==> src/rtl/ddr3_lane_read_delay_trainer.sv <==
// ddr3_lane_read_delay_trainer: sweeps a lane's read delay line, finds the widest passing eye and parks at its centre.
module ddr3_lane_read_delay_trainer #(
   parameter int unsigned MAX_TAPS      = 128,
   parameter int unsigned SETTLE_CYCLES = 8,
   parameter int unsigned SAMPLE_COUNT  = 16,
   parameter logic [7:0]  PATTERN       = 8'h55
) (
   input  logic       fab_clk_i,
   input  logic       arst_n_i,
   input  logic       train_start_i,
   input  logic [7:0] rx_data_i,
   input  logic       delay_line_out_of_range_i,
   output logic       delay_line_load_o,
   output logic       delay_line_move_o,
   output logic       delay_line_direction_o,
   output logic       eye_monitor_clear_flags_o,
   output logic       train_busy_o,
   output logic       train_done_o,
   output logic       train_fail_o,
   output logic [7:0] final_tap_o,
   output logic [7:0] window_width_o
);
   typedef enum logic [3:0] {IDLE, LOAD, SETTLE, SAMPLE, EVAL, STEP, CENTER, DONE, FAIL} state_t;
   localparam logic [15:0] SETTLE_LAST = 16'(SETTLE_CYCLES - 1);
   localparam logic [15:0] SAMPLE_LAST = 16'(SAMPLE_COUNT - 1);
   localparam logic [7:0]  TAP_LAST    = 8'(MAX_TAPS - 1);
   state_t      state_q;
   logic [7:0]  tap_q, cur_start_q, cur_end_q, best_start_q, best_end_q, final_q, width_q;
   logic [8:0]  best_w_q, cur_w_d;
   logic [15:0] cnt_q;
   logic        open_q, pass_q, centering_q, start_prev_q;
   logic        load_q, move_q, dir_q, clr_q, busy_q, done_q, fail_q;
   logic [7:0]  target_d;
   logic        close_d, better_d, last_tap_d, restart_d;
   always_comb begin
      cur_w_d    = {1'b0, cur_end_q} - {1'b0, cur_start_q} + 9'd1;
      better_d   = cur_w_d > best_w_q;
      close_d    = open_q && ((state_q == EVAL && !pass_q) || (state_q == STEP && !move_q));
      target_d   = 8'(({1'b0, best_start_q} + {1'b0, best_end_q}) >> 1);
      last_tap_d = tap_q == TAP_LAST || delay_line_out_of_range_i;
      restart_d  = train_start_i && (state_q == IDLE ||
                   ((state_q == DONE || state_q == FAIL) && !start_prev_q));
   end
   always_ff @(posedge fab_clk_i or negedge arst_n_i) begin
      if (!arst_n_i) begin
         state_q      <= IDLE;
         tap_q        <= '0;
         cur_start_q  <= '0;
         cur_end_q    <= '0;
         best_start_q <= '0;
         best_end_q   <= '0;
         best_w_q     <= '0;
         cnt_q        <= '0;
         open_q       <= 1'b0;
         pass_q       <= 1'b0;
         centering_q  <= 1'b0;
         start_prev_q <= 1'b0;
         load_q       <= 1'b0;
         move_q       <= 1'b0;
         dir_q        <= 1'b0;
         clr_q        <= 1'b0;
         busy_q       <= 1'b0;
         done_q       <= 1'b0;
         fail_q       <= 1'b0;
         final_q      <= '0;
         width_q      <= '0;
      end else begin
         start_prev_q <= train_start_i;
         clr_q        <= load_q | move_q;
         if (restart_d) begin
            state_q      <= LOAD;
            load_q       <= 1'b1;
            move_q       <= 1'b0;
            busy_q       <= 1'b1;
            done_q       <= 1'b0;
            fail_q       <= 1'b0;
            final_q      <= '0;
            width_q      <= '0;
            tap_q        <= '0;
            open_q       <= 1'b0;
            cur_start_q  <= '0;
            cur_end_q    <= '0;
            best_start_q <= '0;
            best_end_q   <= '0;
            best_w_q     <= '0;
            centering_q  <= 1'b0;
         end else begin
            case (state_q)
               LOAD: begin
                  load_q  <= 1'b0;
                  tap_q   <= '0;
                  cnt_q   <= '0;
                  state_q <= SETTLE;
               end
               SETTLE: begin
                  cnt_q <= cnt_q == SETTLE_LAST ? '0 : cnt_q + 16'd1;
                  if (cnt_q == SETTLE_LAST) begin
                     pass_q  <= 1'b1;
                     state_q <= centering_q ? CENTER : SAMPLE;
                  end
               end
               SAMPLE: begin
                  pass_q <= pass_q && rx_data_i == PATTERN;
                  cnt_q  <= cnt_q == SAMPLE_LAST ? '0 : cnt_q + 16'd1;
                  if (cnt_q == SAMPLE_LAST) state_q <= EVAL;
               end
               EVAL: begin
                  if (pass_q) begin
                     open_q    <= 1'b1;
                     cur_end_q <= tap_q;
                     if (!open_q) cur_start_q <= tap_q;
                  end
                  // the move decision is taken here so the pulse is registered during STEP
                  move_q  <= !last_tap_d;
                  dir_q   <= 1'b1;
                  state_q <= STEP;
               end
               STEP: begin
                  if (move_q) begin
                     move_q  <= 1'b0;
                     tap_q   <= tap_q + 8'd1;
                     state_q <= SETTLE;
                  end else begin
                     centering_q <= 1'b1;
                     state_q     <= CENTER;
                  end
               end
               CENTER: begin
                  if (best_w_q == '0) begin
                     busy_q  <= 1'b0;
                     fail_q  <= 1'b1;
                     state_q <= FAIL;
                  end else if (move_q) begin
                     move_q  <= 1'b0;
                     tap_q   <= tap_q - 8'd1;
                     state_q <= SETTLE;
                  end else if (tap_q > target_d) begin
                     move_q <= 1'b1;
                     dir_q  <= 1'b0;
                  end else begin
                     busy_q  <= 1'b0;
                     done_q  <= 1'b1;
                     final_q <= target_d;
                     width_q <= best_w_q[8] ? 8'hFF : best_w_q[7:0];
                     state_q <= DONE;
                  end
               end
               default: ;
            endcase
            if (close_d) begin
               open_q <= 1'b0;
               if (better_d) begin
                  best_start_q <= cur_start_q;
                  best_end_q   <= cur_end_q;
                  best_w_q     <= cur_w_d;
               end
            end
         end
      end
   end
   assign delay_line_load_o         = load_q;
   assign delay_line_move_o         = move_q;
   assign delay_line_direction_o    = dir_q;
   assign eye_monitor_clear_flags_o = clr_q;
   assign train_busy_o              = busy_q;
   assign train_done_o              = done_q;
   assign train_fail_o              = fail_q;
   assign final_tap_o               = final_q;
   assign window_width_o            = width_q;
endmodule

==> config.mk <==
export PLATFORM = sky130hd
export DESIGN_NAME = ddr3_lane_read_delay_trainer
export DESIGN_NICKNAME = d
export VERILOG_FILES = /design/src/rtl/ddr3_lane_read_delay_trainer.sv
export SDC_FILE = /design/constraint.sdc
export NUM_CORES = 1
export LEC_CHECK = 0
export CORE_MARGIN = 2
export CORE_UTILIZATION = 50
export CTS_BUF_LIST = sky130_fd_sc_hd__clkbuf_16
export CTS_CLUSTER_DIAMETER = 200
export CTS_CLUSTER_SIZE = 20
export DETAILED_ROUTE_END_ITERATION = 10
export GPL_ROUTABILITY_DRIVEN = 1
export HOLD_SLACK_MARGIN = 0.03
export PLACE_DENSITY = 0.71
export SLEW_MARGIN = 40
export SYNTH_ARGS = -nofsm -noshare
export SYNTH_HDL_FRONTEND = slang
export SYNTH_SLANG_ARGS = --single-unit
==> constraint.sdc <==
create_clock -name fab_clk_i -period 4.32 [get_ports fab_clk_i]
set_clock_uncertainty 0.1 [all_clocks]
set_input_delay 0.864 -clock fab_clk_i [delete_from_list [all_inputs] [get_ports fab_clk_i]]
set_output_delay 0.864 -clock fab_clk_i [all_outputs]
set_load 0.01 [all_outputs]
==> impl_metrics.csv, run 1 <==
group,metric,value,unit
timing,worst_pin_slew,0.7697,ns
worst_setup_path,r2r_start,"best_start_q[0]$_DFFE_PN0P_",
routing,ant_nets,0,
global_routing,track_usage,0.2186,
global_routing,grt_pass1_wl,21.85,mm
layout,final_cell_mix,"dfrtp_1, nand2_1, nor2_1",
layout,largest_reg_flops,16,
power,p_sw_frac,0.4521,
yosys,synthesis.instances,622,
clock_network,cts_tree,"yes",
clock_network,h-tree-depth,3,
place,pre_cts_slack,0.3617,ns
yosys,yosys.area.top_type_share,0.4229,
worst_setup_path,crit_arrival,4.11,ns
global_routing,antenna_found_initial,0,
place,hpwl,9.057,mm
global_routing,grt_pass1_vias,4516,
layout,num-nets-final,706,
layout,mostFrequentLayoutCell,"dfrtp_1",
clock_network,clock_latency,0.35,ns
power,p_leak,0.003017,µW
worst_setup_path,startpoint,"best_start_q[0]$_DFFE_PN0P_",
layout,drive_above_1_share,0.05855,
place,portBuffers,34,
layout,area_delta_synth_final,12.64,%
clock_network,clk_path_buf_depth,2,
yosys,yosysTopAreaCell,"dfrtp_1",
yosys,synth_compound_area_frac,0.1593,
timing,rsz0062_at_grt,"no",
layout,regMostFlops,"cnt_q",
floorplan,rows,38,
layout,reg.largest.list,"cnt_q (16), best_w_q (9)",
routing,met1_length,5.569,mm
routing,first_pass_iters,5,
floorplan,initial_core_util,0.5172,
routing,drtIter0Drc,313,
yosys,syn_avg_cell_area,9.133,µm²
power,combPwrFrac,0.585,
yosys,netlist_area,5680,µm²
yosys,synth_area_leaders,"dfrtp_1, ha_1, nand2_1",
layout,fin_util,0.5826,
routing,wl_met3,545,µm
floorplan,die_h,110.6,µm
status,status,"finished clean",
power,peakVddDrop,0.0004975,V
routing,wl_met2,6.343,mm
yosys,synth.distinct_cells,61,
routing,wl_per_cell,16.04,µm
yosys,synth_top_family_by_area,"simple AND/OR/NAND/NOR gates",
timing,period_share,0.9106,
yosys,syn-num-nets,683,
place,place.gp.congestion,0.8444,
worst_setup_path,worstRegToRegCells,15,
yosys,async_flop_share,1.000,
routing,vias,4504,
clock_network,clock_sinks,96,
layout,antennaDiodeCount,0,
timing,hold_slack,0.3947,ns
routing,drc,0,
worst_setup_path,worstReg2RegEnd,"final_tap_o[7]$_DFFE_PN0P_",
min_path,hp-start,"train_fail_o$_DFFE_PN0P_",
yosys,muxShareOfSynthArea,0.02115,
timing,layout_min_cycle_time,3.934,ns
timing,hold_viol_final,0,
yosys,seq_area_frac_synth,0.4229,
routing,drt-vias-per-instance,5.708,
worst_setup_path,cp_max_fo,25,
floorplan,die_w,110.6,µm
yosys,ys.flop_type,"dfrtp_1",
timing,setup_viol,0,
min_path,hold_path_class,"flip-flop to flip-flop",
global_routing,grt_max_degree,70,
power,power.internal,2970,µW
worst_setup_path,worstPathRequired,4.50,ns
worst_setup_path,start_kind,"flip-flop",
floorplan,die-area,12230,µm²
power,p_switching,2451,µW
yosys,ys_warn_count,0,
worst_setup_path,slowest_stage,"fa_1",
routing,drt-total-wl,12.66,mm
power,seq_power_share,0.272,
clock_network,clk_pin_slew_worst_paths,0.06,ns
worst_setup_path,critical_path_class,"flip-flop to flip-flop",
floorplan,core-area,10980,µm²
routing,top_layer_used,"met4",
worst_setup_path,cp-endpoint,"final_tap_o[7]$_DFFE_PN0P_",
job,maxCapViolCount,0,
timing,drv_slew,0,
clock_network,cts-root-buf,"clkbuf_16",
yosys,synth-xor-area-share,0.03700,
yosys,synth-edff-count,0,
power,p_clk_frac,0.143,
timing,slew_headroom,0.4853,
yosys,synthAdderAreaFrac,0.1119,
worst_setup_path,r2r_setup_slack,0.39,ns
power,cellPowerDensity,847.1,nW/µm²
worst_setup_path,worstPathCellList,"and2_1 > fa_1 > a211oi_1 > o21bai_1 > a21oi_1 > o21bai_1 > a21oi_1 > ha_1 > nand4_1 > nor2_1 > a211oi_1 > or3b_1 > buf_4 > nand3_1 > o21ai_1",
clock_network,post_cts_buffers,0,
yosys,synthSimpleGateAreaFrac,0.1925,
floorplan,num_io_pins,35,
global_routing,gr-total-overflow,0,
layout,finalNonFillerCells,789,
worst_setup_path,crit_path_max_incr_delay,0.42,ns
timing,final.setup.tns,0,ns
yosys,ys_ff_latch,96,
worst_setup_path,crit_path_end_kind,"flip-flop",
clock_network,cts_made_buffers,9,
place,place_inst,774,
timing,worst_slack,0.3863,ns
timing,fmax,254.2,MHz
## layer usage
layer,vias to the layer above,global-route usage
met2,94,0.3800
li1,2221,-
met1,2176,0.2716
met5,-,0
met3,13,0.05159
met4,0,0.06250
## worst min path at each step
stage / to / slack (ns) / cells after the start
3_3_place_gp: train_fail_o$_DFFE_PN0P_ / 0.37 / 2
2_1_floorplan: cnt_q[2]$_DFFE_PN0P_ / 0.37 / 2
6_report: train_fail_o$_DFFE_PN0P_ / 0.39 / 2
3_5_place_dp: train_fail_o$_DFFE_PN0P_ / 0.39 / 2
5_1_grt: train_fail_o$_DFFE_PN0P_ / 0.42 / 2
4_1_cts: train_fail_o$_DFFE_PN0P_ / 0.41 / 2
## power groups by stage
stage | sequential (µW) | combinational (µW) | clock, µW
final | 1480 | 3170 | 775
after global routing | 1520 | 3620 | 834
after CTS | 1470 | 3170 | 791
after detailed placement | 1490 | 3140 | 0
after global placement | 1480 | 3070 | 0
after floorplan | 1400 | 2350 | 0
## kinds of logic (layout without fill, tap and decap cells)
| logic type | count (synthesis) | after routing |
|---|---|---|
| buf+inv | 71 | 98 |
| xor+xnor | 24 | 24 |
| compound gates | 146 | 146 |
| flops | 96 | 96 |
| fa+ha+maj | 49 | 49 |
| simple gates | 224 | 224 |
| mux | 12 | 12 |
## stage by stage
stage / power [µW] / cell area [µm²]
6_report: 5420 / 6399
5_1_grt: 5968 / 6399
4_1_cts: 5435 / 6395
3_5_place_dp: 4633 / 6115
3_3_place_gp: 4547 / 6111
2_1_floorplan: 3744 / 5680
## final cells by class
| type | instances | area [µm²] |
|---|---|---|
| multi-input combinational | 455 | 2978 |
| clock buffer | 9 | 225.2 |
| clock inverter | 6 | 55.05 |
| sequential | 96 | 2402 |
| inverter | 40 | 150.1 |
| timing repair buffer | 43 | 412.9 |
| tap | 140 | 175.2 |
| fill | 972 | 4584 |
## cells in the mapped netlist (3+ instances only)
library cell and count:
a211oi_1 4, a21o_1 8, a21oi_1 39, and2_1 6, and3_1 10, buf_2 8
buf_6 4, clkbuf_1 15, dfrtp_1 96, fa_1 3, ha_1 46, inv_1 39
mux2i_1 12, nand2_1 80, nand2b_1 6, nand3_1 21, nand4_1 12, nor2_1 49
nor2b_1 8, nor3_1 9, nor3_2 6, nor4_1 5, o211ai_1 3, o21a_1 3
o21ai_0 44, o21ai_1 9, o21bai_1 3, o31ai_1 11, xnor2_1 9, xor2_1 15
## timing repair
item                                    4_1_cts  5_1_grt
gates resized for setup                       0        1
endpoints found under the setup margin        0        3
hold buffers                                  0        0
endpoints found under the hold margin         0        0
## critical path, delay by kind of cell (launching register included)
| kind | cells | cell delay [ns] |
|---|---|---|
| AOI/OAI and AO/OA | 7 | 1.55 |
| and+or+nand+nor | 5 | 0.75 |
| adders and majority gates | 2 | 0.75 |
| DFF | 1 | 0.40 |
| buffers and inverters | 1 | 0.31 |
Note: power is estimated with default switching activity, not from simulation.
==> run 2: changes to the inputs <==
Clock period 4.32 ns to 4.09 ns, I/O delays scaled along.
==> impl_metrics.csv, run 2 (same netlist as run 1, synthesis figures left out) <==
group,metric,value,unit
status,status,"finished clean",
timing,fmax,258.2,MHz
layout,drive_above_1_share,0.06881,
clock_network,cts_made_buffers,9,
power,peakVddDrop,0.0005268,V
worst_setup_path,cp_max_fo,6,
timing,final.setup.tns,0,ns
power,cellPowerDensity,903.1,nW/µm²
clock_network,clock_latency,0.35,ns
place,place.gp.congestion,0.8506,
power,seq_power_share,0.268,
global_routing,gr-total-overflow,0,
clock_network,h-tree-depth,3,
floorplan,num_io_pins,35,
floorplan,die_w,110.6,µm
clock_network,cts_hold_buffers,0,
floorplan,rows,38,
timing,worst_slack,0.2163,ns
timing,period_share,0.9471,
worst_setup_path,start_kind,"flip-flop",
clock_network,cts-root-buf,"clkbuf_16",
layout,area_delta_synth_final,13.63,%
worst_setup_path,worstPathRequired,4.23,ns
timing,hold_viol_final,0,
worst_setup_path,slowest_stage,"fa_1",
power,p_clk_frac,0.143,
clock_network,cts_tree,"yes",
worst_setup_path,critical_path_class,"flip-flop to flip-flop",
routing,drt-total-wl,13.14,mm
floorplan,die_h,110.6,µm
floorplan,core-area,10980,µm²
layout,reg.largest.list,"cnt_q (16), best_w_q (9)",
floorplan,die-area,12230,µm²
power,combPwrFrac,0.589,
routing,wl_per_cell,16.54,µm
routing,drc,0,
routing,first_pass_iters,5,
timing,layout_min_cycle_time,3.874,ns
worst_setup_path,crit_path_end_kind,"flip-flop",
routing,ant_nets,0,
place,portBuffers,34,
routing,drt-vias-per-instance,5.797,
job,maxCapViolCount,0,
floorplan,initial_core_util,0.5172,
layout,largest_reg_flops,16,
layout,final_cell_mix,"dfrtp_1, nand2_1, nor2_1",
worst_setup_path,crit_buf_inv,4,
power,p_leak,0.003042,µW
routing,vias,4603,
worst_setup_path,worstPathCellList,"inv_1 > ha_1 > inv_1 > ha_1 > fa_1 > a21o_1 > a21oi_2 > o21ai_0 > a21oi_1 > xnor2_1 > ha_1 > and3_1 > nand3_1 > o21bai_1 > a311oi_4 > buf_4 > buf_6 > nor3_1 > a21o_1",
timing,drv_slew,0,
min_path,hold_path_class,"input port to async pin",
power,p_sw_frac,0.4556,
layout,final.fill_count,937,
layout,multi_input_area,2982,µm²
power,power.internal,3173,µW
layout,num-nets-final,710,
timing,setup_viol,0,
worst_setup_path,cpMostUsedCell,"ha_1",
timing,worst_pin_slew,0.7083,ns
place,hpwl,9.434,mm
global_routing,antenna_found_initial,0,
worst_setup_path,crit_arrival,4.02,ns
clock_network,clk_path_buf_depth,2,
worst_setup_path,crit_family,"compound AO/OA/AOI/OAI gates",
layout,mostFrequentLayoutCell,"dfrtp_1",
timing,slew_headroom,0.5264,
global_routing,track_usage,0.2243,
global_routing,grt_pass1_vias,4672,
worst_setup_path,crit_path_max_incr_delay,0.41,ns
power,p_switching,2656,µW
clock_network,clk_pin_slew_worst_paths,0.07,ns
global_routing,grt_pass1_wl,22.36,mm
layout,antennaDiodeCount,0,
layout,final-seq-area,2402,µm²
global_routing,grt_max_degree,42,
routing,drtIter0Drc,354,
place,pre_cts_slack,0.1752,ns
layout,regMostFlops,"cnt_q",
clock_network,clock_sinks,96,
## run 2: changes by cell type in the layout (fill, tap and decap cells not counted)
cell,previous run,this run
a21oi_1,39,38
a21oi_2,1,2
buf_12,0,1
buf_2,0,1
buf_6,2,3
clkbuf_4,0,1
clkinv_1,0,1
clkinv_2,1,2
clkinvlp_4,0,1
inv_1,42,40
## run 2: metal layers
metal | up-vias | share of wire | GRT usage | wire, µm
li1 | 2232 | - | - | -
met1 | 2209 | 0.42 | 0.2736 | 5566
met2 | 138 | 0.51 | 0.3959 | 6638
met3 | 24 | 0.049 | 0.05324 | 641
met4 | 0 | 0.022 | 0.06417 | 290
met5 | - | 0 | 0 | 0
## run 2: final timing paths
kind,startpoint,endpoint,slack (ns),cells after the start
hold / removal,arst_n_i,best_start_q[0]$_DFFE_PN0P_,0.35,1
setup reg to reg,cur_end_q[1]$_DFFE_PN0P_,best_w_q[7]$_DFFE_PN0P_,0.22,19
min in group fab_clk_i,train_fail_o$_DFFE_PN0P_,train_fail_o$_DFFE_PN0P_,0.40,2
max in group asynchronous,arst_n_i,cnt_q[0]$_DFFE_PN0P_,2.75,2
setup / recovery,cur_end_q[1]$_DFFE_PN0P_,best_w_q[7]$_DFFE_PN0P_,0.22,19
hold reg to reg,train_fail_o$_DFFE_PN0P_,train_fail_o$_DFFE_PN0P_,0.40,2
## run 2: layout make-up
| class | count | area share |
|---|---|---|
| multi-input cells | 455 | 0.4619 |
| flip-flops and latches | 96 | 0.3722 |
| repair buffers | 47 | 0.07075 |
| clock buffers | 9 | 0.03489 |
| well taps | 140 | 0.02714 |
| inverters | 40 | 0.02326 |
| clock inverters | 7 | 0.009886 |
## run 2: stage by stage
step	instances	total power (µW)	utilization	hold slack, ns	area [µm²]
5_1_grt	794	6384	0.5877	0.3959	6455
6_report	794	5830	0.5877	0.3550	6455
3_5_place_dp	774	4922	0.5575	0.3807	6123
2_1_floorplan	622	3954	-	0.3666	5680
4_1_cts	790	5788	0.5838	0.3753	6412
3_3_place_gp	774	4816	0.5575	0.3709	6123
## run 2: what timing repair did
item                                    in CTS  in global routing
endpoints found under the setup margin       0                 21
setup buffers                                0                  1
gates resized for setup                      0                  7
## run 2: power by group through the flow
stage,Combinational [µW],Clock [µW],Sequential [µW]
floorplan,2480,0,1470
global placement,3250,0,1560
detailed placement,3340,0,1580
CTS,3380,847,1560
global route,3880,887,1610
finish,3430,834,1560
==> run 3: changes to the inputs <==
Settings changed: SKIP_LAST_GASP set to 1.
Clock period 4.09 ns to 3.8 ns, I/O delays scaled along.
==> impl_metrics.csv, run 3 (same netlist as run 1, synthesis figures left out) <==
group,metric,value,unit
routing,drc,0,
worst_setup_path,cp_max_fo,5,
global_routing,antenna_found_initial,0,
layout,regMostFlops,"cnt_q",
worst_setup_path,worstRegToRegCells,19,
global_routing,grt_pass1_wl,22.56,mm
power,power.internal,3869,µW
floorplan,die_h,110.6,µm
power,seq_power_share,0.240,
global_routing,grt_pass1_vias,4658,
worst_setup_path,worstReg2RegEnd,"best_w_q[8]$_DFFE_PN0P_",
power,peakVddDrop,0.0006723,V
worst_setup_path,r2r_setup_slack,0.02,ns
clock_network,cts_tree,"yes",
worst_setup_path,slowest_stage,"dfrtp_1",
timing,worst_pin_slew,0.7266,ns
floorplan,die-area,12230,µm²
routing,drt-total-wl,13.61,mm
power,cellPowerDensity,1036,nW/µm²
routing,drt-vias-per-instance,5.790,
floorplan,die_w,110.6,µm
routing,wl_per_cell,16.83,µm
timing,slew_headroom,0.5118,
clock_network,cts_hold_buffers,0,
worst_setup_path,crit_buf_inv,4,
place,portBuffers,34,
floorplan,core-area,10980,µm²
place,hpwl,9.633,mm
timing,setup_viol,0,
clock_network,clock_latency,0.35,ns
clock_network,cts_made_buffers,9,
routing,ant_nets,0,
routing,vias,4684,
global_routing,track_usage,0.2257,
clock_network,h-tree-depth,3,
layout,mostFrequentLayoutCell,"dfrtp_1",
timing,rsz0062_at_grt,"yes",
routing,drtIter0Drc,338,
place,place.gp.congestion,0.8629,
power,p_clk_frac,0.142,
floorplan,rows,38,
layout,final_cell_mix,"dfrtp_1, nand2_1, nor2_1",
worst_setup_path,r2r_start,"cur_end_q[1]$_DFFE_PN0P_",
worst_setup_path,worstPathRequired,3.94,ns
layout,drive_above_1_share,0.1046,
clock_network,clk_path_buf_depth,2,
global_routing,gr-total-overflow,0,
power,p_leak,0.003132,µW
layout,largest_reg_flops,16,
clock_network,clock_sinks,96,
clock_network,clk_pin_slew_worst_paths,0.07,ns
timing,drv_slew,0,
worst_setup_path,crit_arrival,3.92,ns
layout,final_cell_area,6671,µm²
timing,fmax,264.5,MHz
layout,num-nets-final,725,
place,postPlaceCellArea,6213,µm²
job,maxCapViolCount,0,
timing,hold_viol_final,0,
worst_setup_path,critical_path_class,"flip-flop to flip-flop",
layout,area_delta_synth_final,17.44,%
power,p_switching,3046,µW
min_path,hold_path_class,"input port to async pin",
timing,period_share,0.9950,
worst_setup_path,crit_family,"compound AO/OA/AOI/OAI gates",
timing,layout_min_cycle_time,3.781,ns
worst_setup_path,crit_path_end_kind,"flip-flop",
floorplan,initial_core_util,0.5172,
worst_setup_path,crit_path_max_incr_delay,0.37,ns
clock_network,cts-root-buf,"clkbuf_16",
power,p_sw_frac,0.4405,
layout,reg.largest.list,"cnt_q (16), best_w_q (9)",
layout,antennaDiodeCount,0,
status,status,"finished clean",
worst_setup_path,start_kind,"flip-flop",
floorplan,num_io_pins,35,
power,combPwrFrac,0.617,
routing,first_pass_iters,5,
worst_setup_path,worstPathCellList,"inv_1 > ha_1 > inv_1 > ha_2 > fa_2 > a21o_1 > a21oi_2 > o21ai_1 > a21oi_1 > xnor2_1 > ha_1 > and3_4 > nand3_2 > o21bai_4 > a311oi_4 > buf_6 > buf_6 > nor3_1 > a21o_1",
global_routing,grt_max_degree,57,
layout,fin_util,0.6074,
## run 3: cell count changes in the layout (fill, tap and decap cells not counted), moves of 2 or more
cell / delta
buf_4: +14
ha_1: -2
ha_2: +2
inv_6: +2
o21ai_0: -2
o21ai_1: +2
## run 3: how the worst max path moves through the flow
stage	start	to	slack, ns	depth (start not counted)
2_1_floorplan	cur_start_q[1]$_DFFE_PN0P_	best_w_q[7]$_DFFE_PN0P_	0.17	17
4_1_cts	cur_end_q[1]$_DFFE_PN0P_	best_end_q[3]$_DFFE_PN0P_	0.02	18
5_1_grt	cur_end_q[1]$_DFFE_PN0P_	best_w_q[4]$_DFFE_PN0P_	-0.13	19
3_5_place_dp	cur_end_q[1]$_DFFE_PN0P_	best_start_q[0]$_DFFE_PN0P_	-0.02	18
6_report	cur_end_q[1]$_DFFE_PN0P_	best_w_q[8]$_DFFE_PN0P_	0.02	19
3_3_place_gp	cur_end_q[1]$_DFFE_PN0P_	best_w_q[7]$_DFFE_PN0P_	0.08	18
## run 3: power groups by stage
stage | Sequential [µW] | Combinational, µW | Clock, µW
2_1_floorplan | 1590 | 2670 | 0
3_3_place_gp | 1660 | 3630 | 0
3_5_place_dp | 1670 | 3730 | 0
4_1_cts | 1660 | 3770 | 999
5_1_grt | 1700 | 4730 | 1040
6_report | 1660 | 4270 | 985
## run 3: what timing repair did
item	4_1_cts	5_1_grt
pin swaps	1	14
setup endpoints to repair	17	43
cloned	1	2
gates resized for setup	2	19
buffers inserted	0	4
## run 3: cell type report
class / count / area, µm²
flip-flops and latches: 96 / 2402
fillers: 928 / 4312
repair buffers: 62 / 599.3
well taps: 140 / 175.2
clock buffers: 9 / 225.2
inverters: 40 / 150.1
multi-input cells: 455 / 3024
clock inverters: 7 / 95.09
## run 3: metal layers
metal | GRT usage | routed length [µm] | vias up
met5 | 0 | 0 | -
met4 | 0.06083 | 329 | 0
met1 | 0.2854 | 5752 | 2268
met2 | 0.3873 | 6874 | 130
met3 | 0.05543 | 658 | 29
li1 | - | - | 2257
## run 3: stage by stage
step | std cells | power, µW | setup WS [ns] | hold WS (ns) | TNS, ns
6_report | 809 | 6915 | 0.01913 | 0.3575 | 0
5_1_grt | 809 | 7475 | -0.1307 | 0.4086 | -1.774
4_1_cts | 803 | 6424 | 0.01633 | 0.3847 | 0
3_5_place_dp | 786 | 5402 | -0.02126 | 0.3720 | -0.1490
3_3_place_gp | 786 | 5292 | 0.08097 | 0.3729 | 0
2_1_floorplan | 622 | 4256 | 0.1699 | 0.3644 | 0
